[config.mk]
export PLATFORM = sky130hd
export DESIGN_NAME = ram_march_bist
export DESIGN_NICKNAME = d
export VERILOG_FILES = /design/src/rtl/ram_bist_pkg.sv /design/src/rtl/march_addr_gen.sv /design/src/rtl/ram_march_bist.sv
export SDC_FILE = /design/constraint.sdc
export NUM_CORES = 1
export LEC_CHECK = 0
export CORE_MARGIN = 3
export CORE_UTILIZATION = 51
export CTS_BUF_LIST = sky130_fd_sc_hd__clkbuf_8 sky130_fd_sc_hd__clkbuf_16
export CTS_CLUSTER_SIZE = 24
export DETAILED_ROUTE_END_ITERATION = 10
export GPL_TIMING_DRIVEN = 0
export HOLD_SLACK_MARGIN = 0.05
export PLACE_DENSITY = 0.79
export SKIP_LAST_GASP = 1
export SLEW_MARGIN = 5
export SYNTH_ARGS = -nofsm -noshare
export SYNTH_HDL_FRONTEND = slang
export SYNTH_HIERARCHICAL = 1
export SYNTH_SLANG_ARGS = --single-unit
[constraint.sdc]
create_clock -name clk -period 4.5 [get_ports clk]
set_input_delay 0.9 -clock clk [delete_from_list [all_inputs] [get_ports clk]]
set_output_delay 0.9 -clock clk [all_outputs]
set_load 0.005 [all_outputs]
[src/rtl/ram_bist_pkg.sv]
// ram_bist_pkg: FSM states, March C- element tables and data backgrounds for ram_march_bist.
package ram_bist_pkg;

    typedef enum logic [1:0] {IDLE, RUN, FLUSH, DONE} state_t;

    localparam logic [2:0] M0 = 3'd0;
    localparam logic [2:0] M1 = 3'd1;
    localparam logic [2:0] M2 = 3'd2;
    localparam logic [2:0] M3 = 3'd3;
    localparam logic [2:0] M4 = 3'd4;
    localparam logic [2:0] M5 = 3'd5;

    localparam logic D0 = 1'b0;
    localparam logic D1 = 1'b1;

    // Bit i of each table describes element Mi; backgrounds expand D0/D1 to the word width.
    localparam logic [5:0] ELEM_DOWN  = 6'b011000;
    localparam logic [5:0] ELEM_RD    = 6'b111110;
    localparam logic [5:0] ELEM_WR    = 6'b011111;
    localparam logic [5:0] ELEM_RD_BG = {D0, D1, D0, D1, D0, D0};
    localparam logic [5:0] ELEM_WR_BG = {D0, D0, D1, D0, D1, D0};

endpackage

[src/rtl/march_addr_gen.sv]
// march_addr_gen: loadable up/down address counter with a terminal-count flag.
module march_addr_gen #(
    parameter int ADDR_W = 15
) (
    input  logic              clk,
    input  logic              rst,
    input  logic              load,
    input  logic              en,
    input  logic              down,
    input  logic [ADDR_W-1:0] load_val,
    output logic [ADDR_W-1:0] addr,
    output logic              tc
);
    localparam logic [ADDR_W-1:0] ONE = {{(ADDR_W-1){1'b0}}, 1'b1};

    always_ff @(posedge clk) begin
        if (rst)
            addr <= '0;
        else if (load)
            addr <= load_val;
        else if (en)
            addr <= down ? addr - ONE : addr + ONE;
    end

    assign tc = down ? (addr == '0) : (&addr);

endmodule

[src/rtl/ram_march_bist.sv]
// ram_march_bist: March C- self-test initiator for a dual-port RAM with first-fault capture.
// RAM_BIST_PORT2_CHECK_EN additionally checks port-2 read data during the final read-only element.
module ram_march_bist
    import ram_bist_pkg::*;
#(
    parameter int ADDR_W = 15,
    parameter int DATA_W = 4
) (
    input  logic              clk,
    input  logic              rst,
    input  logic              start,
    output logic              busy,
    output logic              done,
    output logic              pass,
    output logic [ADDR_W-1:0] fail_addr,
    output logic [2:0]        fail_elem,
    output logic [DATA_W-1:0] fail_data,
    output logic              fail_port,
    output logic              ram_rw_1,
    output logic [ADDR_W-1:0] ram_addr_1,
    output logic [DATA_W-1:0] ram_din_1,
    input  logic [DATA_W-1:0] ram_dout_1,
    output logic              ram_rw_2,
    output logic [ADDR_W-1:0] ram_addr_2,
    output logic [DATA_W-1:0] ram_din_2,
    input  logic [DATA_W-1:0] ram_dout_2
);
    state_t            state, next_state;
    logic [2:0]        elem, elem_nx, cmp_elem;
    logic [ADDR_W-1:0] addr, load_val, cmp_addr;
    logic              ph, tc, go, pair, op_rd, op_wr, step, elem_end;
    logic              mm1, mm2, mm, cmp_valid, cmp_bg, cmp_m5;

    assign go       = (state == IDLE || state == DONE) && start;
    assign pair     = ELEM_RD[elem] && ELEM_WR[elem];
    assign op_rd    = ELEM_RD[elem] && !(pair && ph);
    assign op_wr    = ELEM_WR[elem] && !(pair && !ph);
    assign step     = state == RUN && !mm && (!pair || ph);
    assign elem_end = step && tc;
    assign elem_nx  = elem + 3'd1;
    assign load_val = (go || !ELEM_DOWN[elem_nx]) ? '0 : '1;

    assign mm1 = cmp_valid && ram_dout_1 != {DATA_W{cmp_bg}};
`ifdef RAM_BIST_PORT2_CHECK_EN
    assign mm2 = cmp_valid && cmp_m5 && ram_dout_2 != {DATA_W{D0}};
`else
    logic unused_m5;
    assign unused_m5 = cmp_m5;
    assign mm2 = 1'b0;
`endif
    assign mm = mm1 || mm2;

    march_addr_gen #(.ADDR_W(ADDR_W)) u_addr (
        .clk      (clk),
        .rst      (rst),
        .load     (go || elem_end),
        .en       (step && !tc),
        .down     (ELEM_DOWN[elem]),
        .load_val (load_val),
        .addr     (addr),
        .tc       (tc)
    );

    always_ff @(posedge clk) begin
        if (rst)
            state <= IDLE;
        else
            state <= next_state;
    end

    always_comb begin
        next_state = state;
        case (state)
            IDLE, DONE: next_state = start ? RUN : state;
            RUN:        next_state = mm ? DONE : (elem_end && elem == M5) ? FLUSH : RUN;
            FLUSH:      next_state = DONE;
            default:    next_state = IDLE;
        endcase
    end

    // A mismatch suppresses the write presented in the same cycle.
    always_comb begin
        busy      = state == RUN || state == FLUSH;
        done      = state == DONE;
        ram_rw_1  = state == RUN && op_wr && !mm;
        ram_din_1 = ram_rw_1 ? {DATA_W{ELEM_WR_BG[elem]}} : '0;
    end

    assign ram_addr_1 = addr;
    assign ram_rw_2   = 1'b0;
    assign ram_addr_2 = ~addr;
    assign ram_din_2  = '0;

    always_ff @(posedge clk) begin
        if (rst || go) begin
            elem      <= M0;
            ph        <= 1'b0;
            cmp_valid <= 1'b0;
            cmp_bg    <= D0;
            cmp_m5    <= 1'b0;
            cmp_addr  <= '0;
            cmp_elem  <= M0;
            pass      <= 1'b0;
            fail_addr <= '0;
            fail_elem <= '0;
            fail_data <= '0;
            fail_port <= 1'b0;
        end else begin
            cmp_valid <= state == RUN && op_rd && !mm;
            cmp_bg    <= ELEM_RD_BG[elem];
            cmp_m5    <= elem == M5;
            cmp_addr  <= addr;
            cmp_elem  <= elem;
            if (state == RUN && !mm)
                ph <= pair && !ph;
            if (elem_end && elem != M5)
                elem <= elem_nx;
            if (state == FLUSH && !mm)
                pass <= 1'b1;
            if (mm) begin
                fail_addr <= mm1 ? cmp_addr : ~cmp_addr;
                fail_elem <= cmp_elem;
                fail_data <= mm1 ? ram_dout_1 : ram_dout_2;
                fail_port <= !mm1;
            end
        end
    end

endmodule

==> reports/summary.txt <==
Yosys warnings: 6
Final wirelength: 9370 um
Critical Path End Type: primary output
Setup CP Type: input port to primary output
Synth Area in Compound Gates: 0.196
DRT antenna net count: 0
Number of global-route vias before repair: 3123
# rows: 29
Post-DR vias/cell: 5.68
Post-synthesis register bit count: 69
Boundary Pins: 77
WHS Path Cells: 2
Detail Placement HPWL: 6900 um
PwrDens: 415 nW/um2
Most frequent cells after synthesis: 69 x dfxtp_1, 65 x nand2_1, 49 x a21oi_1, 40 x nor2_1, 24 x inv_1
Status: finished clean
Terminus of the critical flop-to-flop path: u_addr/addr[0]$_SDFFE_PP0P_
Startpoint types: input port
CTS tree: built
Placer Congestion: 0.961
Top cell type's share of synthesized area: 0.389
Slowest Stage Delay on Critical Path: 530 ps
CP max stage cell: or4_1
RSZ-0062 raised after global routing: false
Diodes inserted: 0
Most used cell, CP: clkdlybuf4s50_1
Dominant cell type by area after synthesis: dfxtp_1
Die width: 89.4 um
Main flop type after synthesis: dfxtp_1
Critical path depth: 9
Crit-path max FO: 5
Placed cell areas: 4330 um2
Met1 WL: 3960 um
Met3 Wirelength: 516 um
H-tree levels: 3
Hold Crit Class: flop to flop
WP data required: 3600 ps
Final Hold Violating Endpoints: 0
Drt pass-1 iters: 4
Max-slew headroom at the worst pin: 0.172
Worst VDD drop: 0.333 mV
TritonCTS buffer count: 9
Layout area overhead: 29.1%
Overall power: 1900 uW
Clk Latency, worst-skew pair: 360 ps
Worst path cell trace: clkdlybuf4s50_1 -> or4_1 -> mux2_4 -> and2_2 -> nor2_4 -> and3_1 -> and2_4 -> buf_4 -> clkdlybuf4s50_1
Post-layout min period: 4370 ps
Mapped Cells: 436
Leakage power: 0.00172 uW
Post-route cell area: 4580 um2
Dominant cells by area after synthesis: dfxtp_1 39%, ha_1 7.0%, a21oi_1 6.9%
Post-Syn Area: 3550 um2
Yosys cell types: 59
Max Freq: 229 MHz
DR iter-0 viols: 173
Clk_skew: 13.0 ps
Reg clk slew, reported paths: 80 ps
Sum Neg Setup Slack: 0 ps
Total global routing overflow: 0
MaxCap Viol Count: 0
Register area share after synthesis: 0.389
Clock sinks: 69
Crit path DAT: 3470 ps
GRT Total Usage: 0.241
First-pass GRT wire length: 14800 um
Detail-routed net length per standard cell: 15.6 um
Top-count cell post-synth: dfxtp_1
Mean Syn Cell Area: 8.14 um2
Ys async rst share: 0
Drc violations: 0
Layout cell share with drive strength beyond 1: 0.0763
Count of final setup violators: 0
Worst-Margin Slew: 1240 ps
Simple-gate share of the synthesized area: 0.234
Delay-heaviest family, CP: simple AND/OR/NAND/NOR gates
R2R setup slack: 1170 ps
Core area: 6530 um2
Dpl cells: 584
Synth Area in Adders: 0.0761
Hold_sp: cmp_addr[14]$_SDFF_PN0_
Via Count: 3413
R2R cell count: 11
Non-filler cells, final: 601
Root Driver: clkbuf_8
Fin. max-slew vios: 0
Fillers: 539
Mux contribution to synthesized area: 0.0127
Max Root-Sink Buffers: 2
Metal2 WL: 4740 um
CP startpoint: ram_dout_1[0]
Uppermost layer routed: met4
CP Buf/Inv Count: 3
Port bufs: 67
Initial antenna violation count: 0
Initial Utilization: 0.543
Post-synthesis xor/xnor area fraction: 0.0197
Post-synth EDFFs: 0
Largest family of logic cells by synthesized area: simple AND/OR/NAND/NOR gates
Tcrit/Tclk final: 0.971
Hold_buf cts: 0
Largest net degree at the start of global routing: 18
Die H: 89.4 um
Final #Nets: 551
DIE AREA: 8000 um2
CP Capture Point: ram_din_1[1]
-- sequential cells by signal, summed over array words and instances (netlist names), 2 cells and up, named ones only --
register and count:
cmp_addr 15, fail_addr 15, u_addr/addr 15, fail_data 4, cmp_elem 3, elem 3
fail_elem 3, state 2
-- kinds of logic after synthesis --
| family | after synthesis |
|---|---|
| muxes | 4 |
| xor gates and xnor gates | 8 |
| AOI/OAI and AO/OA | 105 |
| adders and majority gates | 21 |
| and+or+nand+nor | 172 |
| other | 1 |
| DFF | 69 |
| buffers and inverters | 56 |
-- cell type report --
type / instances / area [um2] / share of cell area
multi-input combinational: 315 / 1940 / 0.424
sequential: 69 / 1380 / 0.301
timing repair buffer: 69 / 686 / 0.150
buffer: 31 / 159 / 0.0347
clock buffer: 9 / 124 / 0.0270
clock inverter: 7 / 105 / 0.0229
tap: 77 / 96.3 / 0.0210
inverter: 24 / 90.1 / 0.0197
-- worst min-delay path by stage --
stage	endpoint	slack, ps
global placement	fail_addr[0]$_SDFFE_PN0N_	420
CTS	fail_addr[6]$_SDFFE_PN0N_	440
floorplan	fail_addr[0]$_SDFFE_PN0N_	420
detailed placement	fail_addr[14]$_SDFFE_PN0N_	430
global route	fail_addr[13]$_SDFFE_PN0N_	460
finish	fail_addr[14]$_SDFFE_PN0N_	440
-- stage by stage --
stage | hold slack, ps | util | setup WS, ps
6_report | 438 | 0.702 | 129
5_1_grt | 461 | 0.702 | 13.8
4_1_cts | 440 | 0.699 | 7.32
3_5_place_dp | 428 | 0.663 | -70.3
3_3_place_gp | 422 | 0.663 | -30.7
2_1_floorplan | 417 | - | 1000
-- placed cells by master, fill, tap and decap left out, types with 3 or more instances in the layout --
master / n
nand4_1: 10
clkdlybuf4s50_1: 67
a21oi_1: 49
nor3b_1: 10
xnor2_1: 7
nand3_1: 5
o21ai_0: 4
clkbuf_1: 12
nand2b_1: 4
buf_2: 3
nor2_1: 39
buf_4: 12
nor4_1: 4
a21o_1: 8
a211oi_1: 7
buf_1: 5
inv_1: 24
ha_1: 20
inv_6: 3
o32ai_1: 4
a31oi_1: 3
and3_1: 3
nor2b_1: 5
clkbuf_8: 9
o21a_1: 5
or4_1: 5
o31ai_1: 3
dfxtp_1: 69
conb_1: 5
mux2i_1: 3
nand2_1: 65
nor3_1: 9
-- layer usage --
layer	global-route usage	vias up
met1	0.289	1597
met2	0.416	112
met5	0	-
li1	-	1688
met3	0.0645	16
met4	0.0825	0
-- what timing repair did --
item                                    CTS  global route
buffers inserted                          0             2
cloned                                    0             0
gates resized for setup                   2             2
pin swaps                                 0             1
endpoints found under the setup margin    3             4
-- where the power goes --
group	internal (uW)	switching [uW]	leakage, uW
registers	651	54.2	0.000557
logic	255	347	0.00105
clock network	322	271	0.000113
total	1230	672	0.00172
-- tightest hold or removal path, stage by stage (launching register included) --
cell	delay, ps
dfxtp_1	310
nand2_1	50
a21oi_1	50
(Power assumes the default switching activity.)
